==> src/rtl/weight_fetch_ctrl.sv <==
// Weight SRAM fetch controller: streams one layer's packed weight words from SRAM
// through a 2-entry skid FIFO to a valid/ready consumer.
module weight_fetch_ctrl #(
   parameter  int WEIGHT_PER_ADDR = 9,
   parameter  int BW_PER_PARAM    = 10,
   parameter  int ADDR_BW         = 7,
   localparam int WW              = WEIGHT_PER_ADDR * BW_PER_PARAM
) (
   input  logic               clk,
   input  logic               srstn,
   input  logic               start,
   input  logic [2:0]         layer_sel,
   input  logic               abort,
   output logic               sram_csb,
   output logic [ADDR_BW-1:0] sram_raddr,
   input  logic [WW-1:0]      sram_rdata,
   output logic               w_valid,
   input  logic               w_ready,
   output logic [WW-1:0]      w_data,
   output logic [5:0]         w_idx,
   output logic               w_last,
   output logic               busy,
   output logic               done
);

   typedef enum logic [1:0] {IDLE, FETCH, DRAIN} state_t;

   // {base address, word count} for each layer
   function automatic logic [12:0] layer_map(input logic [2:0] sel);
      case (sel)
         3'd0:    layer_map = {7'd0,  6'd1};
         3'd1:    layer_map = {7'd1,  6'd9};
         3'd2:    layer_map = {7'd10, 6'd18};
         3'd3:    layer_map = {7'd28, 6'd9};
         3'd4:    layer_map = {7'd37, 6'd18};
         3'd5:    layer_map = {7'd55, 6'd9};
         3'd6:    layer_map = {7'd64, 6'd9};
         default: layer_map = {7'd73, 6'd36};
      endcase
   endfunction

   state_t             state_q, state_d;
   logic [ADDR_BW-1:0] addr_q;
   logic [5:0]         remain_q;
   logic [5:0]         issue_idx_q;
   logic               vld_p1;
   logic [5:0]         idx_p1;
   logic               last_p1;
   logic [WW-1:0]      data_mem [2];
   logic [5:0]         idx_mem  [2];
   logic               last_mem [2];
   logic               wr_ptr_q, rd_ptr_q;
   logic [1:0]         count_q;
   logic               issue, pop, accept;
   logic [2:0]         occ;
   logic [6:0]         sel_base;
   logic [5:0]         sel_words;

   assign {sel_base, sel_words} = layer_map(layer_sel);

   assign w_valid    = (count_q != 2'd0);
   assign pop        = w_valid & w_ready;
   assign w_data     = w_valid ? data_mem[rd_ptr_q] : '0;
   assign w_idx      = w_valid ? idx_mem[rd_ptr_q]  : '0;
   assign w_last     = w_valid & last_mem[rd_ptr_q];
   assign sram_raddr = addr_q;
   // FIFO occupancy once this cycle's returning read lands and the head leaves
   assign occ        = {1'b0, count_q} + {2'b0, vld_p1} - {2'b0, pop};
   // the cycle done pulses is still a closing cycle, so start is refused there
   assign accept     = (state_q == IDLE) & start & ~done & ~abort;

   always_ff @(posedge clk) begin
      if (!srstn) state_q <= IDLE;
      else        state_q <= state_d;
   end

   always_comb begin
      state_d = state_q;
      case (state_q)
         IDLE:    if (accept) state_d = FETCH;
         FETCH:   if (issue && remain_q == 6'd1) state_d = DRAIN;
         DRAIN:   if (pop && w_last) state_d = IDLE;
         default: state_d = IDLE;
      endcase
      if (abort) state_d = IDLE;
   end

   always_comb begin
      issue    = (state_q == FETCH) && (occ < 3'd2);
      sram_csb = ~issue;
      busy     = (state_q != IDLE);
   end

   always_ff @(posedge clk) begin
      if (!srstn) begin
         addr_q      <= '0;
         remain_q    <= '0;
         issue_idx_q <= '0;
         vld_p1      <= 1'b0;
         wr_ptr_q    <= 1'b0;
         rd_ptr_q    <= 1'b0;
         count_q     <= '0;
         done        <= 1'b0;
      end else begin
         done <= pop & w_last & ~abort;
         if (abort) begin
            vld_p1   <= 1'b0;
            wr_ptr_q <= 1'b0;
            rd_ptr_q <= 1'b0;
            count_q  <= '0;
         end else begin
            vld_p1  <= issue;
            count_q <= count_q + {1'b0, vld_p1} - {1'b0, pop};
            if (vld_p1) wr_ptr_q <= ~wr_ptr_q;
            if (pop)    rd_ptr_q <= ~rd_ptr_q;
         end
         if (accept) begin
            addr_q      <= ADDR_BW'(sel_base);
            remain_q    <= sel_words;
            issue_idx_q <= '0;
         end else if (issue) begin
            remain_q    <= remain_q - 6'd1;
            issue_idx_q <= issue_idx_q + 6'd1;
            // the address stays on the last issued word once the layer is exhausted
            if (remain_q != 6'd1) addr_q <= addr_q + ADDR_BW'(1);
         end
      end
   end

   // ---- p1: read in flight, p2: word captured into FIFO ----
   always_ff @(posedge clk) begin
      if (issue) begin
         idx_p1  <= issue_idx_q;
         last_p1 <= (remain_q == 6'd1);
      end
      if (vld_p1) begin
         data_mem[wr_ptr_q] <= sram_rdata;
         idx_mem[wr_ptr_q]  <= idx_p1;
         last_mem[wr_ptr_q] <= last_p1;
      end
   end

endmodule

==> config.mk <==
export PLATFORM = sky130hd
export DESIGN_NAME = weight_fetch_ctrl
export DESIGN_NICKNAME = d
export VERILOG_FILES = /design/src/rtl/weight_fetch_ctrl.sv
export SDC_FILE = /design/constraint.sdc
export NUM_CORES = 1
export LEC_CHECK = 0
export BUFFER_PORTS_ARGS = -buffer_cell sky130_fd_sc_hd__buf_4
export CORE_UTILIZATION = 40
export CTS_BUF_LIST = sky130_fd_sc_hd__clkbuf_16
export DETAILED_ROUTE_END_ITERATION = 6
export GPL_TIMING_DRIVEN = 0
export REMOVE_ABC_BUFFERS = 1
export SYNTH_ARGS = -nofsm -noshare
export SYNTH_HDL_FRONTEND = slang
export SYNTH_SLANG_ARGS = --single-unit
==> constraint.sdc <==
create_clock -name clk -period 7.4 [get_ports clk]
set_input_delay 1.11 -clock clk [delete_from_list [all_inputs] [get_ports clk]]
set_output_delay 1.11 -clock clk [all_outputs]
set_load 0.05 [all_outputs]
======== After elaboration in Yosys (flattened, before gate mapping) ========
Memory sizes are Yosys's and may differ from the RTL's. A register that Yosys moved wholly into a read port is not among the register bits.
Index checks and enable logic that the tools add are counted.
word-level totals
  flip-flop bits (word level) ............. 34
  latch bits .............................. 0
  memory bits (writable) .................. 194
  memory bits (read-only) ................. 0
  output and inout port bits .............. 108
  memories ................................ 3
cells by class
  $add $sub $neg .......................... 7
  multipliers ............................. 0
  div/mod/pow operators ................... 0
  magnitude comparators ................... 1
  eq/ne operators ......................... 13
  shift operators ......................... 0
  mux-type cells .......................... 20
  bitwise operators ....................... 13
  reductions and logical operators ........ 13
memory list
  memory    words  bits a word  read ports  clocked after memory_dff  wr ports  RTL line  source
  data_mem  2      90           1           1                         1         49        logic [WW-1:0] data_mem [2];
  idx_mem   2      6            1           1                         1         50        logic [5:0] idx_mem [2];
  last_mem  2      1            1           1                         1         51        logic last_mem [2];
operator list
  operator                                                                      number
  13-bit one-hot mux with 7 select lines                                        1
  90-bit two-way mux                                                            1
  7-bit two-way mux                                                             3
  6-bit two-way mux                                                             3
  3-bit equality test, second input constant                                    3
  1-bit two-way mux                                                             8
  2-bit nonzero test                                                            4
  7-bit by 1-bit adder with 7-bit output, second input constant                 1
  1-bit bitwise AND                                                             7
  6-bit by 1-bit adder with 6-bit output, second input constant                 1
  3-bit by 2-bit equality test with 1-bit output, second input constant         2
  6-bit by 1-bit equality test with 1-bit output, second input constant         1
  2-bit two-way mux                                                             3
  2-bit != test, second input constant                                          3
  6-bit by 1-bit != test with 1-bit output, second input constant               1
  1-bit NOT                                                                     6
  2-bit one-hot mux with 3 select lines                                         1
  6-bit by 1-bit subtractor with 6-bit output, second input constant            1
  2-bit OR reduction                                                            2
  2-bit by 1-bit adder with 3-bit output                                        1
  3-bit by 1-bit equality test with 1-bit output, second input constant         1
  1-bit logical AND                                                             3
  3-bit zero test                                                               1
  3-bit by 2-bit less-than comparator with 1-bit output, second input constant  1
  other kinds (8)                                                               8

======== Logic depth before layout (Yosys ltp) ========
Gate-level depths: netlist of the first run.
  word-level depth ........................ 8
  gate-level depth with buffers ........... 13
  gate-level depth less buffers ........... 12

======== Worst setup path before layout of the first run ========
OpenSTA, ideal clock, no wires.
  path kind ............................... register to register
  start point ............................. register vld_p1
  end point ............................... memory data_mem[0][0] (netlist bit) (enable)
  setup time .............................. 0.565 ns
  arrival ................................. 4.654 ns
  required time ........................... 6.835 ns
  slack ................................... 2.181 ns
  cell stages (with the launch flop) ...... 2
  buffers on the path ..................... 0
  cells stage by stage .................... dfxtp_1 -> nor2b_1
between the ends
  longest elaborated chain between the ends .. 2
RTL lines
  element                                  RTL line  source
  start, declared                          46        logic vld_p1;
  start signal, assigned                   112       vld_p1 <= issue;
  1-bit two-way mux                        136       if (vld_p1) begin
  1-bit two-way mux (implied by the code)  137       data_mem[wr_ptr_q] <= sram_rdata;
  end, declared                            49
No other way between the ends.

======== Worst setup path after layout of the first run ========
  start point ............................. register count_q[1]
  end point ............................... output port sram_csb
between the ends
  longest elaborated chain between the ends .. 6
  elaborated cells on any way between the ends .. 7
RTL lines
  element                                                RTL line  source
  start, declared                                        53        logic [1:0] count_q;
  start signal, assigned                                 113       count_q <= count_q + {1'b0, vld_p1} - {1'b0, pop};
  2-bit nonzero test                                     61        assign w_valid = (count_q != 2'd0);
  1-bit bitwise AND                                      62        assign pop = w_valid & w_ready;
  named net pop                                          54        logic issue, pop, accept;
  3-bit by 1-bit subtractor with 3-bit output            68        assign occ = {1'b0, count_q} + {2'b0, vld_p1} - {2'b0, pop};
  named net occ[1]                                       55        logic [2:0] occ;
  3-bit by 2-bit less-than comparator with 1-bit output  89        issue = (state_q == FETCH) && (occ < 3'd2);
  1-bit logical AND                                      89
  1-bit NOT                                              90        sram_csb = ~issue;
  end, declared                                          14        output logic sram_csb,
The timed path passes the listed nets, and every way through them passes these cells.

==> results_dict.tcl, run 1 <==
set metrics [dict create \
    stdcell_area_sq_mm 0.0117 \
    synth.yosys.seq_area_share_pct 73.3 \
    clock.fmax_mhz 174 \
    grtUsageMet2_pct 26.6 \
    initial_antenna_violation_count 0 \
    cts.sink_count 229 \
    yosys-top-cells-area "sky130_fd_sc_hd__edfxtp_1 (67%), sky130_fd_sc_hd__mux2i_1 (11%), sky130_fd_sc_hd__dfxtp_1 (6.2%)" \
    worst_clock_skew_ns 0.0116 \
    synthCells 597 \
    die-width_um 152 \
    drive_above_1_share_pct 30.9 \
    cellLeakagePower_nw 4.25 \
    die_y_um 152 \
    numPlacedInstances 1058 \
    global_route_wire_length_before_repair_um 29500 \
    num_vias 5338 \
    power_density_mw_per_mm2 232 \
    yosys_warnings 0 \
    antennaDiodeCount 0 \
    layout.cells.non_filler 1102 \
    route.antenna.remaining_nets 0 \
    timing.critical_path.required_ns 6.29 \
    max_cap_viol_count 0 \
    grt_setup_unrepaired "no" \
    synth_commonest_cells "sky130_fd_sc_hd__edfxtp_1 (201), sky130_fd_sc_hd__nor2_1 (118), sky130_fd_sc_hd__mux2i_1 (98), sky130_fd_sc_hd__dfxtp_1 (28), sky130_fd_sc_hd__clkbuf_1 (16)" \
    place.detailed.hpwl_um 12500 \
    synthesis.area_per_instance_sq_um 15.1 \
    postPlaceCellArea_sq_mm 0.0109 \
    relSlewSlack_pct 41.5 \
    clk_pin_slew_worst_paths_ns 0.06 \
    grt_start_max_net_pins 55 \
    ys_seq_elements 229 \
    postRouteWirelength_um 18500 \
    root_buffer "sky130_fd_sc_hd__clkbuf_16" \
    finalCoreUtilization_pct 53.4 \
    worst_slew_pin_slew_ns 0.874 \
    detailedRoute.firstIterationViolations 359 \
    postCtsSetupRepairBufs 0 \
    num_ports 206 \
    end_kind "output pin" \
    min_path_type "reg -> reg" \
    cts_made_buffers 24 \
    synth.cell_area_sq_mm 0.00900 \
    grt_util_met1_pct 21.6 \
    layout.nets 909 \
    area_delta_synth_final_pct 30.2 \
    yosysMostFrequentCell "sky130_fd_sc_hd__edfxtp_1" \
    via_per_inst 4.84 \
    violations "design-rule violations" \
    fp-row-count 54 \
    grt.busiest_layer "met2" \
    floorplan.initialDensity_pct 41.0 \
    cts_htree_levels 1 \
    synth_cell_type_count 42 \
    proportion_of_netlist_area_held_by_the_largest_area_contributor_pct 67.0 \
    timing.final.hold_violations 0 \
    multi_input_comb_area_sq_mm 0.00223 \
    fp.dieArea_sq_mm 0.0231 \
    routabilityCongestion 0.810 \
    vias_in_the_first_global_route 5470 \
    final.period_utilization_pct 77.9 \
    finalCriticalPeriod_ns 5.76 \
    globalRouteOverflowTotal 0 \
    vdd.ir_drop.worst_uv 175 \
    grtUsageTotal_pct 16.0 \
    synth-edff-count 201 \
    area.sequential_sq_mm 0.00660 \
    drt_pre_antenna_iters 7 \
    fin_total_pwr_mw 2.72 \
    final.fill_count 1800 \
    finalSetupViolations 0 \
    worst_setup_path_start_kind "flop" \
    slew_violations 0 \
    timing_worst_setup_path_type "reg -> out" \
    synth_async_sr_flop_share_pct 0 \
    drt-wirelength-per-cell_um 16.8 \
    yosysTopAreaCell "sky130_fd_sc_hd__edfxtp_1" \
    synth_flop_cell "sky130_fd_sc_hd__edfxtp_1" \
    core-area_sq_mm 0.0220 \
    hold-worst-slack_ns 0.440 \
    post_cts_resized 0 \
    met3_use_gr_pct 3.05 \
    outcome "complete, but fails checks" \
    worstSkewPairLatency_ns 0.51 \
    cts_hold_repair.buffers 0 \
    cts_max_path_buffers 3 \
    worst-endpoint-arrival_ns 4.65 \
    number_of_remaining_drc_errors 42 \
    number_of_i_o_port_buffers 205 \
    tritoncts "done" \
    critical_path_peak_fanout 28 \
]
==> cells by family after synthesis <==
family	after synthesis	share of synthesized area, %
flops	229	73.3
simple gates	158	7.77
mux	98	10.9
buf+inv	47	2.22
compound gates	38	2.77
xor+xnor	19	1.93
fa+ha+maj	8	1.17
==> power by group <==
group	switching [mW]	total [mW]	leakage (nW)	internal, mW
Combinational	0.0705	0.129	1.79	0.0588
Sequential	0.00847	1.42	2.04	1.41
Clock	0.461	1.17	0.423	0.711
Total	0.540	2.72	4.25	2.18
==> final cells by class <==
class / count / share of cell area (%)
inverter: 15 / 0.480
clock buffer: 25 / 5.33
timing repair buffer: 213 / 14.6
clock inverter: 19 / 1.32
tap: 280 / 2.99
multi-input combinational: 321 / 19.0
sequential: 229 / 56.3
==> metal layers <==
layer  share of wire, %  wire (um)
met1                 43       8010
met2                 48       8800
met3                7.5       1390
met4                1.6        301
met5                  0          0
==> final timing paths <==
kind | slack (ns) | start | end | depth (start not counted)
setup / recovery | 1.64 | count_q[1] | sram_csb | 11
hold / removal | 0.44 | idx_p1[2] | idx_mem[1][2] | 0
setup reg to reg | 3.19 | count_q[1] | issue_idx_q[1] | 12
hold reg to reg | 0.44 | idx_p1[2] | idx_mem[1][2] | 0
==> through the flow <==
stage,setup WS [ns],setup TNS (ns)
2_1_floorplan,-0.951,-1.19
3_3_place_gp,-2.85,-85.14
3_5_place_dp,2.04,0
4_1_cts,1.49,0
5_1_grt,1.25,0
6_report,1.64,0
==> flip-flops by register name (all words and copies together) (netlist names), named ones only <==
signal / cells
data_mem: 180
vld_p1: 1
wr_ptr_q: 1
remain_q: 6
sram_raddr: 7
idx_p1: 6
count_q: 2
last_p1: 1
state_q: 2
issue_idx_q: 6
last_mem: 2
rd_ptr_q: 1
done: 1
idx_mem: 12
==> critical path, stage by stage, from the launching register on <==
cell and delay (ns):
sky130_fd_sc_hd__dfxtp_1 0.36, sky130_fd_sc_hd__nor2_4 0.57, sky130_fd_sc_hd__inv_1 0.16, sky130_fd_sc_hd__and2_1 0.23
sky130_fd_sc_hd__ha_1 0.29, sky130_fd_sc_hd__inv_1 0.04, sky130_fd_sc_hd__ha_1 0.18, sky130_fd_sc_hd__fa_1 0.51
sky130_fd_sc_hd__nor3b_2 0.74, sky130_fd_sc_hd__and2_1 0.65, sky130_fd_sc_hd__inv_1 0.18, sky130_fd_sc_hd__buf_4 0.23
==> placed cells by master, fill, tap and decap left out, types with 3 or more instances in the layout <==
master                      instances
sky130_fd_sc_hd__a211oi_1           5
sky130_fd_sc_hd__a21oi_1           10
sky130_fd_sc_hd__and2_1             6
sky130_fd_sc_hd__buf_12             6
sky130_fd_sc_hd__buf_4            205
sky130_fd_sc_hd__bufinv_16          3
sky130_fd_sc_hd__clkbuf_16         25
sky130_fd_sc_hd__clkinv_2           4
sky130_fd_sc_hd__dfxtp_1           27
sky130_fd_sc_hd__edfxtp_1         201
sky130_fd_sc_hd__ha_1               6
sky130_fd_sc_hd__inv_1             25
sky130_fd_sc_hd__mux2i_1           98
sky130_fd_sc_hd__nand2_1            5
sky130_fd_sc_hd__nand2b_1           3
sky130_fd_sc_hd__nand3_1            4
sky130_fd_sc_hd__nand4_1            3
sky130_fd_sc_hd__nor2_1           117
sky130_fd_sc_hd__o2111ai_1          5
sky130_fd_sc_hd__o21ai_0            9
sky130_fd_sc_hd__or3_1              3
sky130_fd_sc_hd__xnor2_1            8
sky130_fd_sc_hd__xor2_1            10
Power figures use the tool's default switching activity.
==> run 2: changes to the inputs <==
==> constraint.sdc (replaced) <==
create_clock -name clk -period 5.9 [get_ports clk]
set_input_delay 0.885 -clock clk [delete_from_list [all_inputs] [get_ports clk]]
set_output_delay 0.885 -clock clk [all_outputs]
set_load 0.05 [all_outputs]
==> run 2 against run 1 <==
The flow still finishes with violations (design-rule violations); register-to-register slack lost 1.3 ns; clock skew about the same; final area hardly changed; setup slack worse by 1.1 ns; critical path depth unchanged; die area unchanged; combinational power up 26%; worst hold slack barely moved; total power is 25% higher; critical path type unchanged; critical endpoint unchanged; largest cell class unchanged.
==> results_dict.tcl, run 2 (synthesis results as in run 1) <==
set metrics [dict create \
    outcome "complete, but fails checks" \
    violations "design-rule violations" \
    critical_path_peak_fanout 28 \
    layout.cells.most_common "sky130_fd_sc_hd__buf_4" \
    timing.final.hold_violations 0 \
    cts_made_buffers 24 \
    worst-endpoint-arrival_ns 4.47 \
    layout.cells.most_common_list "sky130_fd_sc_hd__buf_4 (205), sky130_fd_sc_hd__edfxtp_1 (201), sky130_fd_sc_hd__nor2_1 (117)" \
    max_cap_viol_count 0 \
    layout.cells.non_filler 1102 \
    clkPwrFrac_pct 43.0 \
    min_path_type "reg -> reg" \
    drt-wirelength-per-cell_um 16.8 \
    clock.fmax_mhz 187 \
    cts_htree_levels 1 \
    total_switching_power_mw 0.678 \
    grt_start_max_net_pins 55 \
    final.period_utilization_pct 90.8 \
    postRouteWirelength_um 18500 \
    fp.dieArea_sq_mm 0.0231 \
    worst_setup_path_start_kind "flop" \
    route.antenna.remaining_nets 0 \
    area_delta_synth_final_pct 30.3 \
    portion_of_total_power_attributed_to_combinational_logic_pct 4.8 \
    cellLeakagePower_nw 4.25 \
    fp-row-count 54 \
    finalCoreUtilization_pct 53.4 \
    tritoncts "done" \
    global_route_wire_length_before_repair_um 29500 \
    fin_total_pwr_mw 3.42 \
    num_vias 5339 \
    clk_pin_slew_worst_paths_ns 0.06 \
    num_ports 206 \
    antennaDiodeCount 0 \
    vias_in_the_first_global_route 5470 \
    timing.critical_path.required_ns 5.02 \
    grtUsageTotal_pct 16.0 \
    place.detailed.hpwl_um 12500 \
    die_y_um 152 \
    seqPwrFrac_pct 52.2 \
    power_density_mw_per_mm2 291 \
    number_of_i_o_port_buffers 205 \
    cts.sink_count 229 \
    end_kind "output pin" \
    routabilityCongestion 0.810 \
    worstSkewPairLatency_ns 0.51 \
    drt_pre_antenna_iters 6 \
    timing_worst_setup_path_type "reg -> out" \
    finalSetupViolations 0 \
    final.fill_count 1798 \
    dp_slack_ns 0.782 \
    number_of_remaining_drc_errors 42 \
    reg2regPathDepth 12 \
    grt_util_met1_pct 21.6 \
    finalCriticalPeriod_ns 5.36 \
    globalRouteOverflowTotal 0 \
    largest_register_ff_count 180 \
    floorplan.initialDensity_pct 41.0 \
    numPlacedInstances 1058 \
    cts_hold_repair.buffers 0 \
    cts_max_path_buffers 3 \
    slew_violations 0 \
    relSlewSlack_pct 46.4 \
    drive_above_1_share_pct 30.9 \
    die-width_um 152 \
    via_per_inst 4.84 \
    whs_path_depth 0 \
    regMostFlops "data_mem" \
    detailedRoute.firstIterationViolations 360 \
    root_buffer "sky130_fd_sc_hd__clkbuf_16" \
    worst_clock_skew_ns 0.0116 \
    vdd.ir_drop.worst_uv 219 \
    grt_setup_unrepaired "no" \
    core-area_sq_mm 0.0220 \
    met3_use_gr_pct 3.05 \
    worst_slack_ns 0.544 \
    grt.busiest_layer "met2" \
    layout.nets 909 \
    worst_slew_pin_slew_ns 0.803 \
    power.internal_mw 2.74 \
    initial_antenna_violation_count 0 \
    p_sw_share_pct 19.8 \
    grtUsageMet2_pct 26.6 \
]
[run 2: cell counts in the layout (fill, tap and decap cells not counted)]
Identical to the previous run, type by type.
[run 2: through the flow]
step	hold WS, ns	cell area, sq um	setup TNS (ns)
after floorplan	0.421	8860	-37.82
after global placement	0.428	10800	-374.94
after detailed placement	0.433	10900	0
after CTS	0.440	11700	0
after global routing	0.462	11700	0
final	0.441	11700	0
[run 2: critical path: stages (launching register included)]
cell	delay [ns]
sky130_fd_sc_hd__dfxtp_1	0.36
sky130_fd_sc_hd__nor2_4	0.57
sky130_fd_sc_hd__inv_1	0.17
sky130_fd_sc_hd__and2_1	0.23
sky130_fd_sc_hd__ha_1	0.29
sky130_fd_sc_hd__inv_1	0.04
sky130_fd_sc_hd__ha_1	0.18
sky130_fd_sc_hd__fa_1	0.53
sky130_fd_sc_hd__nor3b_4	0.55
sky130_fd_sc_hd__and2_1	0.63
sky130_fd_sc_hd__inv_1	0.18
sky130_fd_sc_hd__buf_4	0.23
[run 2: path summary, 6_finish.rpt]
kind | to | from | slack (ns)
worst min-delay path | idx_mem[1][2] | idx_p1[2] | 0.44
worst min register to register | idx_mem[1][2] | idx_p1[2] | 0.44
worst max-delay path | sram_csb | count_q[1] | 0.54
worst max register to register | issue_idx_q[1] | count_q[1] | 1.87
[run 2: power by group through the flow]
stage                     combinational [mW]  sequential [mW]  clock, mW
after CTS                              0.163             1.78       1.51
after floorplan                       0.0616             1.83          0
final                                  0.163             1.79       1.47
after detailed placement               0.163             1.82          0
after global routing                   0.176             1.79       1.58
after global placement                 0.156             1.82          0
[run 2: repair_timing]
item | CTS | global route
resized for setup | 0 | 1
setup buffers | 0 | 0
endpoints found under the setup margin | 0 | 1
[run 2: layout make-up]
type	instances	area [sq um]	area share, %
inverter	15	56.3	0.480
tap	280	350	2.99
timing repair buffer	213	1710	14.6
sequential	229	6600	56.2
clock inverter	19	155	1.32
multi-input combinational	321	2230	19.0
clock buffer	25	626	5.33
[run 2: layer usage]
metal	up-vias	wire length, um
li1	2582	-
met1	2570	8050
met2	157	8840
met3	30	1360
met4	0	301
met5	-	0
==> run 3: changes to the inputs <==
--- a/config.mk
+++ b/config.mk
@@ -10,6 +10,7 @@
 export CTS_BUF_LIST = sky130_fd_sc_hd__clkbuf_16
 export DETAILED_ROUTE_END_ITERATION = 6
 export GPL_TIMING_DRIVEN = 0
+export PLACE_DENSITY_LB_ADDON = 0.25
 export REMOVE_ABC_BUFFERS = 1
 export SYNTH_ARGS = -nofsm -noshare
 export SYNTH_HDL_FRONTEND = slang
==> run 3 against run 2 <==
The run still ends with design-rule violations left; clock power increased by 11%; sequential power about the same; wire length fell by 0.80%; sequential share of layout area decreased by 0.39 points; maximum frequency shrank 2.5%; utilization is 0.37 points higher; critical path depth unchanged; total power grew 4.7%; sequential cell count is the same; register-to-register slack worse by 0.14 ns; highest routed layer unchanged.
==> results_dict.tcl, run 3 (synthesis results as in run 1) <==
set metrics [dict create \
    timing.critical_path.required_ns 5.02 \
    via_per_inst 4.86 \
    layout.cells.most_common_list "sky130_fd_sc_hd__buf_4 (205), sky130_fd_sc_hd__edfxtp_1 (201), sky130_fd_sc_hd__nor2_1 (117)" \
    cts_max_path_buffers 3 \
    slew_violations 0 \
    area_delta_synth_final_pct 31.2 \
    clk_pin_slew_worst_paths_ns 0.06 \
    globalRouteOverflowTotal 0 \
    worstSkewPairLatency_ns 0.51 \
    postCtsSetupRepairBufs 0 \
    routabilityCongestion 0.812 \
    worst_setup_path_start_kind "flop" \
    antennaDiodeCount 0 \
    number_of_remaining_drc_errors 42 \
    critical_path_buf_inv_count 4 \
    cellLeakagePower_nw 4.26 \
    vdd.ir_drop.worst_uv 203 \
    worst-endpoint-arrival_ns 4.61 \
    drt_pre_antenna_iters 6 \
    grt_setup_unrepaired "no" \
    cts_hold_repair.buffers 0 \
    fp-row-count 54 \
    place.detailed.hpwl_um 12300 \
    layout.nets 908 \
    root_buffer "sky130_fd_sc_hd__clkbuf_16" \
    largest_register_ff_count 180 \
    drive_above_1_share_pct 31.5 \
    end_kind "output pin" \
    reg2regPathDepth 12 \
    whs_path_depth 0 \
    postRouteWirelength_um 18400 \
    timing.setup.tns_ns 0 \
    grtUsageTotal_pct 15.6 \
    number_of_i_o_port_buffers 205 \
    violations "design-rule violations" \
    regMostFlops "data_mem" \
    worst_clock_skew_ns 0.0116 \
    worst_path_most_repeated_cell "sky130_fd_sc_hd__inv_1" \
    hold-worst-slack_ns 0.443 \
    clock.fmax_mhz 182 \
    route.antenna.remaining_nets 0 \
    cts_htree_levels 1 \
    num_vias 5349 \
    tritoncts "done" \
    die-width_um 152 \
    fp.dieArea_sq_mm 0.0231 \
    finalSetupViolations 0 \
    floorplan.initialDensity_pct 41.0 \
    drt-wirelength-per-cell_um 16.7 \
    relSlewSlack_pct 35.7 \
    global_route_wire_length_before_repair_um 28900 \
    worst_slew_pin_slew_ns 0.963 \
    max_cap_viol_count 0 \
    power_density_mw_per_mm2 303 \
    crit_path_max_incr_delay_ns 0.76 \
    crit_family "simple AND/OR/NAND/NOR gates" \
    critical_path_peak_fanout 24 \
    grt_start_max_net_pins 58 \
    initial_antenna_violation_count 0 \
    finalCriticalPeriod_ns 5.49 \
    core-area_sq_mm 0.0220 \
    outcome "complete, but fails checks" \
    timing.final.hold_violations 0 \
    num_ports 206 \
    min_path_type "reg -> reg" \
    critical_path_cell_sequence "nor2_4, inv_1, and2_1, ha_1, inv_1, ha_1, fa_1, nor3b_2, and2_1, inv_1, buf_4" \
    critical_path.slowest_cell "sky130_fd_sc_hd__nor3b_2" \
    detailedRoute.firstIterationViolations 316 \
    cp.depth 11 \
    timing_worst_setup_path_type "reg -> out" \
    cts_made_buffers 24 \
    die_y_um 152 \
    cts.sink_count 229 \
    post_cts_resized 0 \
    final.period_utilization_pct 93.1 \
    layout.cells.most_common "sky130_fd_sc_hd__buf_4" \
    vias_in_the_first_global_route 5388 \
]
[run 3: changes by cell type in the layout (fill, tap and decap cells not counted), moves of 2 or more]
cell / previous run / this run
sky130_fd_sc_hd__buf_12: 6 / 3
sky130_fd_sc_hd__buf_16: 2 / 4
sky130_fd_sc_hd__bufinv_16: 3 / 6
sky130_fd_sc_hd__clkinv_1: 2 / 4
sky130_fd_sc_hd__inv_1: 25 / 17
[run 3: worst register-to-register path, stage by stage (launching register included)]
cell and delay (ns):
sky130_fd_sc_hd__dfxtp_1 0.36, sky130_fd_sc_hd__nor2_4 0.54, sky130_fd_sc_hd__inv_1 0.15, sky130_fd_sc_hd__and2_1 0.23, sky130_fd_sc_hd__ha_1 0.28, sky130_fd_sc_hd__inv_1 0.04, sky130_fd_sc_hd__ha_1 0.19, sky130_fd_sc_hd__fa_1 0.50
sky130_fd_sc_hd__nor3b_2 0.76, sky130_fd_sc_hd__and2_1 0.64, sky130_fd_sc_hd__inv_1 0.17, sky130_fd_sc_hd__nand2_1 0.11, sky130_fd_sc_hd__a21oi_1 0.06
[run 3: power by group]
group          switching [mW]  leakage, nW  internal (mW)
Sequential             0.0108         2.04           1.77
Combinational          0.0896         1.79         0.0740
Clock                   0.600        0.434           1.03
Total                   0.700         4.26           2.88
[run 3: area by class of cell]
type / instances / area, sq um
clock buffer: 25 / 626
clock inverter: 19 / 248
fill: 1781 / 10100
inverter: 15 / 56.3
multi-input combinational: 321 / 2230
sequential: 229 / 6600
tap: 280 / 350
timing repair buffer: 212 / 1710
[run 3: per-stage QoR]
stage / area (sq um) / power (mW) / util, % / setup WS [ns] / std cells
after floorplan: 8860 / 1.89 / - / -2.23 / 565
after global placement: 10800 / 1.98 / 49.0 / -3.80 / 1050
after detailed placement: 10900 / 1.98 / 49.8 / 0.940 / 1057
after CTS: 11800 / 3.62 / 53.8 / 0.385 / 1101
after global routing: 11800 / 3.69 / 53.8 / 0.140 / 1101
final: 11800 / 3.58 / 53.8 / 0.408 / 1101
[run 3: metal layers]
layer	wire length [um]	share of wire, %	vias up	GRT usage (%)
met5	0	0	-	0
met4	325	1.8	0	4.42
met3	1290	7.0	28	3.11
met2	9020	49	165	26.8
met1	7760	42	2577	20.0
li1	-	-	2579	-
[run 3: final timing paths]
| kind | end | from | slack, ns |
|---|---|---|---|
| max | sram_csb | count_q[1] | 0.41 |
| min | idx_mem[0][2] | idx_p1[2] | 0.44 |
| max reg2reg | issue_idx_q[1] | count_q[1] | 1.73 |
| min reg2reg | idx_mem[0][2] | idx_p1[2] | 0.44 |
